File: src/rtl/param_wr_arbiter_if.sv
// Write-request bus between three requesters and the parameter-bank arbiter.
// Requester side is the master; the arbiter is the slave.
interface param_wr_arbiter_if #(
  parameter int WIDTH  = 8,
  parameter int ADDR_W = 3,
  parameter int NREG   = 6
);
  logic [2:0]          req;
  logic [3*ADDR_W-1:0] addr;
  logic [3*WIDTH-1:0]  din;
  logic [2:0]          ack;
  logic                err;
  logic                busy;
  logic [NREG-1:0]     wr_en;
  logic [WIDTH-1:0]    wr_d;

  modport master (
    output req, addr, din,
    input  ack, err, busy, wr_en, wr_d
  );

  modport slave (
    input  req, addr, din,
    output ack, err, busy, wr_en, wr_d
  );
endinterface

File: src/rtl/param_wr_arbiter.sv
// Round-robin write arbiter: three requesters share one parameter bank.
// Every grant is IDLE -> WRITE -> ACK; all outputs come from flops.
module param_wr_arbiter #(
  parameter int WIDTH  = 8,
  parameter int ADDR_W = 3,
  parameter int NREG   = 6
) (
  input logic               clk,
  input logic               rst,
  param_wr_arbiter_if.slave bus
);
  typedef enum logic [1:0] {
    IDLE,
    WRITE,
    ACK
  } state_t;

  state_t            r_state, w_state;
  logic [1:0]        r_ptr, w_ptr;
  logic [1:0]        r_win, w_win;
  logic              r_bad, w_bad;
  logic [NREG-1:0]   r_wr_en, w_wr_en;
  logic [WIDTH-1:0]  r_wr_d, w_wr_d;
  logic [2:0]        r_ack, w_ack;
  logic              r_err, w_err;
  logic              r_busy, w_busy;

  logic [ADDR_W-1:0] w_a [3];
  logic [WIDTH-1:0]  w_d [3];
  logic [1:0]        w_pick;
  logic              w_found;
  logic [2:0]        w_idx;

  always_comb begin
    for (int i = 0; i < 3; i++) begin
      w_a[i] = bus.addr[i*ADDR_W +: ADDR_W];
      w_d[i] = bus.din[i*WIDTH +: WIDTH];
    end
  end

  // scan ptr, ptr+1, ptr+2 (mod 3); first active request wins
  always_comb begin
    w_found = 1'b0;
    w_pick  = r_ptr;
    w_idx   = '0;
    for (int k = 0; k < 3; k++) begin
      w_idx = {1'b0, r_ptr} + 3'(k);
      if (w_idx >= 3'd3)
        w_idx = w_idx - 3'd3;
      if (!w_found && bus.req[w_idx[1:0]]) begin
        w_found = 1'b1;
        w_pick  = w_idx[1:0];
      end
    end
  end

  // wr_en/wr_d are loaded on the IDLE exit so they are valid during WRITE
  always_comb begin
    w_state = r_state;
    w_ptr   = r_ptr;
    w_win   = r_win;
    w_bad   = r_bad;
    w_wr_en = '0;
    w_wr_d  = r_wr_d;
    w_ack   = '0;
    w_err   = 1'b0;
    w_busy  = r_busy;
    unique case (r_state)
      IDLE: begin
        if (w_found) begin
          w_state = WRITE;
          w_win   = w_pick;
          w_bad   = int'(w_a[w_pick]) >= NREG;
          w_wr_d  = w_d[w_pick];
          w_busy  = 1'b1;
          for (int i = 0; i < NREG; i++)
            w_wr_en[i] = int'(w_a[w_pick]) == i;
        end
      end
      WRITE: begin
        w_state = ACK;
        w_ack   = 3'b001 << r_win;
        w_err   = r_bad;
      end
      ACK: begin
        w_state = IDLE;
        w_busy  = 1'b0;
        w_ptr   = (r_win == 2'd2) ? 2'd0 : r_win + 2'd1;
      end
      default: begin
        w_state = IDLE;
        w_busy  = 1'b0;
      end
    endcase
  end

  always_ff @(posedge clk or negedge rst) begin
    if (!rst) begin
      r_state <= IDLE;
      r_ptr   <= '0;
      r_win   <= '0;
      r_bad   <= 1'b0;
      r_wr_en <= '0;
      r_wr_d  <= '0;
      r_ack   <= '0;
      r_err   <= 1'b0;
      r_busy  <= 1'b0;
    end else begin
      r_state <= w_state;
      r_ptr   <= w_ptr;
      r_win   <= w_win;
      r_bad   <= w_bad;
      r_wr_en <= w_wr_en;
      r_wr_d  <= w_wr_d;
      r_ack   <= w_ack;
      r_err   <= w_err;
      r_busy  <= w_busy;
    end
  end

  assign bus.wr_en = r_wr_en;
  assign bus.wr_d  = r_wr_d;
  assign bus.ack   = r_ack;
  assign bus.err   = r_err;
  assign bus.busy  = r_busy;
endmodule

File: src/flat_wrapper.sv
// flat-port wrapper written by rule: the top's interface ports become plain ports
module param_wr_arbiter_flat 
#(
  parameter int WIDTH  = 8,
  parameter int ADDR_W = 3,
  parameter int NREG   = 6
)
  (clk, rst, bus_req, bus_addr, bus_din, bus_ack, bus_err, bus_busy, bus_wr_en, bus_wr_d);
  param_wr_arbiter_if #(.WIDTH(WIDTH), .ADDR_W(ADDR_W), .NREG(NREG)) bus_i ();
  input logic clk;
  input logic rst;
  input wire logic [$bits(bus_i.req)-1:0] bus_req;
  input wire logic [$bits(bus_i.addr)-1:0] bus_addr;
  input wire logic [$bits(bus_i.din)-1:0] bus_din;
  output wire logic [$bits(bus_i.ack)-1:0] bus_ack;
  output wire logic [$bits(bus_i.err)-1:0] bus_err;
  output wire logic [$bits(bus_i.busy)-1:0] bus_busy;
  output wire logic [$bits(bus_i.wr_en)-1:0] bus_wr_en;
  output wire logic [$bits(bus_i.wr_d)-1:0] bus_wr_d;
  assign bus_i.req = bus_req;
  assign bus_i.addr = bus_addr;
  assign bus_i.din = bus_din;
  assign bus_ack = bus_i.ack;
  assign bus_err = bus_i.err;
  assign bus_busy = bus_i.busy;
  assign bus_wr_en = bus_i.wr_en;
  assign bus_wr_d = bus_i.wr_d;
  param_wr_arbiter #(.WIDTH(WIDTH), .ADDR_W(ADDR_W), .NREG(NREG)) u_core (.clk(clk), .rst(rst), .bus(bus_i));
endmodule
File: config.mk
export PLATFORM = sky130hd
export DESIGN_NAME = param_wr_arbiter_flat
export DESIGN_NICKNAME = d
export VERILOG_FILES = /design/src/rtl/param_wr_arbiter_if.sv /design/src/rtl/param_wr_arbiter.sv /design/src/flat_wrapper.sv
export SDC_FILE = /design/constraint.sdc
export NUM_CORES = 1
export LEC_CHECK = 0
export ABC_AREA = 1
export ABC_CLOCK_PERIOD_IN_PS = 2200
export BUFFER_PORTS_ARGS = -buffer_cell sky130_fd_sc_hd__buf_2
export CAP_MARGIN = 20
export CORE_MARGIN = 1
export CORE_UTILIZATION = 50
export CTS_BUF_LIST = sky130_fd_sc_hd__clkbuf_16
export CTS_CLUSTER_DIAMETER = 120
export DETAILED_ROUTE_END_ITERATION = 8
export PLACE_DENSITY = 0.77
export SLEW_MARGIN = 25
export SYNTH_ARGS = -nofsm -noshare
export SYNTH_HDL_FRONTEND = slang
export SYNTH_SLANG_ARGS = --single-unit
File: constraint.sdc
create_clock -name clk -period 2.2 [get_ports clk]
set_input_delay 0.44 -clock clk [delete_from_list [all_inputs] [get_ports clk]]
set_output_delay 0.44 -clock clk [all_outputs]
set_load 0.005 [all_outputs]
; After elaboration in Yosys (flattened, before gate mapping)
; Index checks and enable logic that the tools add are counted.
[classes]
n_lt_le_gt_ge = 8
n_reduce_logical = 8
add_sub_neg = 6
eq_ne = 9
n_mux = 30
shifts = 1
n_bitwise = 2
[op_table]
columns = cell, n
row1 = $bmux W8 S2, 1
row2 = $mux W2, 8
row3 = $mux W8, 2
row4 = $eq A3 B3 Y1 const B, 4
row5 = $mux W6, 2
row6 = $lt A2 B3 Y1 const B, 3
row7 = $mux W3, 3
row8 = $mux W1, 8
row9 = $bmux W1 S2, 3
row10 = $bmux W3 S2, 1
row11 = $ge A3 B2 Y1 const B, 2
row12 = $ge A3 B3 Y1 const B, 2
row13 = $sub A2 B2 Y2 const B, 3
row14 = $eq A2 B2 Y1 const B, 2
row15 = $pmux W2 S2, 1
row16 = $reduce_and A2 Y1, 2
row17 = $add A2 B1 Y3 const B, 1
row18 = $add A2 B2 Y3 const B, 1
row19 = $eq A3 B2 Y1 const B, 1
row20 = $logic_not A3 Y1, 1
row21 = $not A2 Y3, 1
row22 = $shl A1 B2 Y3 const A, 1
row23 = $add A2 B1 Y2 const B, 1
row24 = $eq A2 B1 Y1 const B, 1
row25 = other kinds (7), 9
[word_totals]
inputBits = 38
output_inout_bits = 19
regBits = 26

; Logic depth before layout (Yosys ltp)
[logic_depth]
ltp_word = 18
depth_mapped = 17
mapped_depth_nobuf = 16

; Least setup slack after synthesis
; Ideal clock, no wire load.
[synth_path]
path_type = register to register
from = reg u_core.r_ptr[0]
to = reg u_core.r_wr_en[3], in the netlist u_core.bus.wr_en[3]
period_less_slack_ps = 1976
n_path_buf = 1
stages_incl_launch_ff = 13
path_slack_ps = 224
t_arrival_ps = 1896
path_cell_list = dfrtp_1 -> inv_1 -> ha_1 -> o21ai_0 -> nand2_2 -> nand3_1 -> nand3_2 -> nand2_4 -> buf_8 -> nand2_2 -> nand3_1 -> nand2_1 -> nor3_2
[synth_via]
elab_chain_cells = 18
[synth_lines]
columns = element, line_no
row1 = "start, declared", param_wr_arbiter.sv:19  ; logic [1:0] r_ptr, w_ptr;
row2 = "start signal, assigned", param_wr_arbiter.sv:110  ; r_ptr <= w_ptr;
row3 = branches (longest 16 deep; another with $add A2 B1 Y3), n/a
row4 = $mux W6 *, param_wr_arbiter.sv:70  ; if (w_found) begin
row5 = $mux W6 *, param_wr_arbiter.sv:68  ; unique case (r_state)
row6 = net u_core.w_wr_en[3], param_wr_arbiter.sv:22  ; logic [NREG-1:0] r_wr_en, w_wr_en;
row7 = "end signal, assigned", param_wr_arbiter.sv:113  ; r_wr_en <= w_wr_en;
row8 = "end, declared", param_wr_arbiter.sv:22
; Mark *: on every way through the listed nets, which the timed path passes. The select of a mux whose other input is x is not followed.
; A chain may end at the register's enable or synchronous reset.

; Final worst setup path
[layout_path]
from = reg u_core.r_ptr[1]
to = reg u_core.r_wr_en[0], in the netlist u_core.bus.wr_en[0]
[layout_via]
elab_chain_cells = 18
[layout_lines]
columns = element, line_no
row1 = branches (longest 16 deep; another with $add A2 B1 Y3), n/a
row2 = $mux W6 *, param_wr_arbiter.sv:70
row3 = $mux W6 *, param_wr_arbiter.sv:68
row4 = net u_core.w_wr_en[0], param_wr_arbiter.sv:22
; Marked as above.

==> metrics.md <==
| Metric | Value |
|---|---|
| Status | `finished clean` |
| Number of enable flip-flop cells after synthesis | `0` |
| TritonCTS Buffers | `3` |
| Gr ovfl total | `0` |
| Syn_nets | `258` |
| Crit-path cells | `inv_2 -> ha_4 -> inv_2 -> nand2_1 -> nand3_2 -> nand2_4 -> nand3_1 -> nand3_4 -> nand2_4 -> nand2_1 -> nand3_1 -> nand2_1 -> nand3_1 -> nor2_1` |
| Synth Area in Compound Gates | `10.9%` |
| Worst VDD drop | `1.17 mV` |
| Area Overhead vs Synth | `35.1%` |
| Via Count | `1698` |
| Dominant synthesized flop cell | `dfrtp_1` |
| Worst R2R Start | `u_core.r_ptr[1]` |
| Mapped Cells | `216` |
| Starting DRT DRC Count | `84` |
| Final critical-path required period | `2.11 ns` |
| CP Launch Type | `register` |
| Worst setup startpoint | `u_core.r_ptr[1]` |
| Worst EP required | `2.37 ns` |
| Half-perimeter wire length after placement | `3.04 mm` |
| Synth unique cells | `24` |
| Worst Path Arrival | `2.28 ns` |
| FF+latch area | `651 um2` |
| Dpl cells | `322` |
| Core Area | `0.00308 mm2` |
| H-tree Lvls | `1` |
| # diodes | `0` |
| Post-Synth Adder-Cell Area | `3.06%` |
| Fin. max-slew vios | `0` |
| Min-Delay Path Class | `input pin to async pin` |
| Die height | `59.2 um` |
| Synth warnings | `0` |
| Tightest Pin Transition | `0.583 ns` |
| Port Buf Inserts | `56` |
| First-pass GRT wire length | `6.56 mm` |
| Async S/R FF share, synth | `100%` |
| CP peak stage delay | `0.43 ns` |
| Critical setup path kind | `register to register` |
| Mapped Avg Cell Area | `7.57 um2` |
| Final clock skew | `0.00693 ns` |
| Gr usage total | `24.7%` |
| Final WL | `4.06 mm` |
| GP Congestion | `0.851` |
| CP max-delay cell | `dfrtp_1` |
| Post-CTS Hold Buffers | `0` |
| Post-synthesis register bit count | `26` |
| Initial antenna violation count | `0` |
| Post-Synth Simple-Gate Area | `37.0%` |
| Num ports | `57` |
| XOR/XNOR Fraction of Synth Area | `0%` |
| R2r setup slk | `0.09 ns` |
| Post-synthesis cell area | `0.00163 mm2` |
| TritonCTS clock tree | `done` |
| DR vias/cell | `5.19` |
| Hold Vio Cnt, Final | `0` |
| R2r worst-path depth | `14` |
| Total die area | `0.00350 mm2` |
| Crit end category | `register` |
| Clk_lat worst skew | `0.26 ns` |
| Worst slew margin | `61.1%` |
| Bufs on Longest Clock Path | `2` |
| Die width | `59.2 um` |
| Levels on crit path | `14` |
| Post-layout nets | `326` |
| Tcrit/Tclk final | `95.9%` |
| Crit path max fanout | `7` |
| Max Cap Violations | `0` |
| Vias in the first global route | `1607` |
| Leak | `1.21 nW` |
| Worst path bufs/invs | `2` |
| Largest net degree at the start of global routing | `27` |
| Initial Util | `53.1%` |
| RR Endpoint | `u_core.bus.wr_en[0]` |
| DRC | `0` |
| Antenna Nets Post-Route | `0` |
| Post-synth top area share | `39.8%` |
| Worst-path clk slew | `0.07 ns` |
| Clk sinks | `26` |
| Critical Path End | `u_core.bus.wr_en[0]` |
| Top delay family on crit path | `simple AND/OR/NAND/NOR gates` |
| Largest family of logic cells by synthesized area | `simple AND/OR/NAND/NOR gates` |
| Setup WS post-layout | `0.0905 ns` |
| Sequential share of the synthesized area | `39.8%` |
| Finished Layout Cells | `327` |
| Setup-failing EPs final | `0` |
| Core Util, Final | `71.7%` |
| CTS Root Buffer Type | `clkbuf_16` |
| Setup WS pre-CTS | `-0.0261 ns` |
| Ranking of synthesized cells by area | `dfrtp_1, nand2_1, nand3_1` |
| Layout cells sized above 1 | `37.1%` |
| Peak Freq | `474 MHz` |
| Multi-input logic area | `895 um2` |
| Post-synthesis mux area share | `0%` |
| Fillcell total | `250` |
| Wire per inst | `12.4 um` |
| Drt first pass iters | `7` |
| Yosys top cell by area | `dfrtp_1` |
| Cell Rows | `20` |
| PD cells | `1970 mW/mm2` |
[cells by family after synthesis]
family / count (synthesis)
DFF: 26
AOI/OAI and AO/OA: 29
buffers and inverters: 34
and+or+nand+nor: 123
adders and majority gates: 4
[report_power, final]
| part | leakage [nW] | switching, W | internal, W |
|---|---|---|---|
| combinational | 0.833 | 0.00184 | 0.00122 |
| clock | 0.0511 | 0.000162 | 0.000362 |
| sequential | 0.329 | 0.000104 | 0.000666 |
[worst min-delay path by stage]
stage	startpoint	to	slack (ns)	cells after the start
detailed placement	rst	u_core.bus.wr_d[5]	0.47	1
global route	rst	u_core.bus.wr_d[5]	0.22	1
finish	rst	u_core.bus.wr_d[5]	0.17	1
global placement	rst	u_core.bus.wr_d[5]	0.46	1
CTS	rst	u_core.bus.wr_d[5]	0.19	1
floorplan	rst	u_core.bus.ack[0]	0.14	0
[routing by layer]
layer | GRT usage, % | up-vias | wire [um]
met4 | 8.50 | 0 | 76
met3 | 4.15 | 12 | 202
met2 | 45.9 | 67 | 2060
li1 | - | 842 | -
met1 | 28.5 | 777 | 1720
met5 | 0 | - | 0
[cells in the mapped netlist, drive strengths merged, types with 4 or more instances]
| master | count |
|---|---|
| o211ai | 7 |
| nand2 | 65 |
| nor3 | 5 |
| inv | 27 |
| buf | 6 |
| a21oi | 8 |
| nand3 | 36 |
| o21ai | 7 |
| dfrtp | 26 |
| nor2 | 15 |
| a31oi | 7 |
| ha | 4 |
[repair_timing]
action                                  in CTS  in global routing
gates resized for setup                      3                 12
endpoints found under the hold margin        0                  0
pin swaps                                    0                  3
endpoints found under the setup margin       8                 15
setup buffers                                0                  1
[sequential cells by signal, summed over array words and instances, names as in the netlist]
register,count
u_core.bus.wr_d,8
u_core.bus.wr_en,6
u_core.bus.ack,3
u_core.r_ptr,2
u_core.r_state,2
u_core.r_win,2
u_core.bus.busy,1
u_core.bus.err,1
u_core.r_bad,1
[placed cells by master (no fill, tap or decap), types with 4 or more instances in the layout]
cell type  count
nor2_1        14
buf_4         12
a21oi_1        7
inv_1         22
o211ai_1       7
o21ai_0        4
a31oi_1        7
inv_2          5
nand3_1       31
nand2_4        4
nand2_1       53
buf_2         56
nand2_2        8
dfrtp_1       26
nand3_2        4
[stage by stage]
step                hold slack [ns]  total power [W]  cell area [um2]  setup TNS [ns]
global placement              0.463          0.00354             2030               0
floorplan                     0.144          0.00280             1630               0
CTS                           0.190          0.00415             2140               0
detailed placement            0.465          0.00360             2030         -0.0954
finish                        0.175          0.00435             2210               0
global route                  0.219          0.00475             2210          -0.208
[final cells by class]
class	count	area share, %
clock buffers	3	3.40
flip-flops and latches	26	29.5
clock inverters	1	1.36
well taps	44	2.49
inverters	27	4.59
repair buffers	70	18.2
multi-input cells	156	40.5
Note: power is estimated with default switching activity, not from simulation.
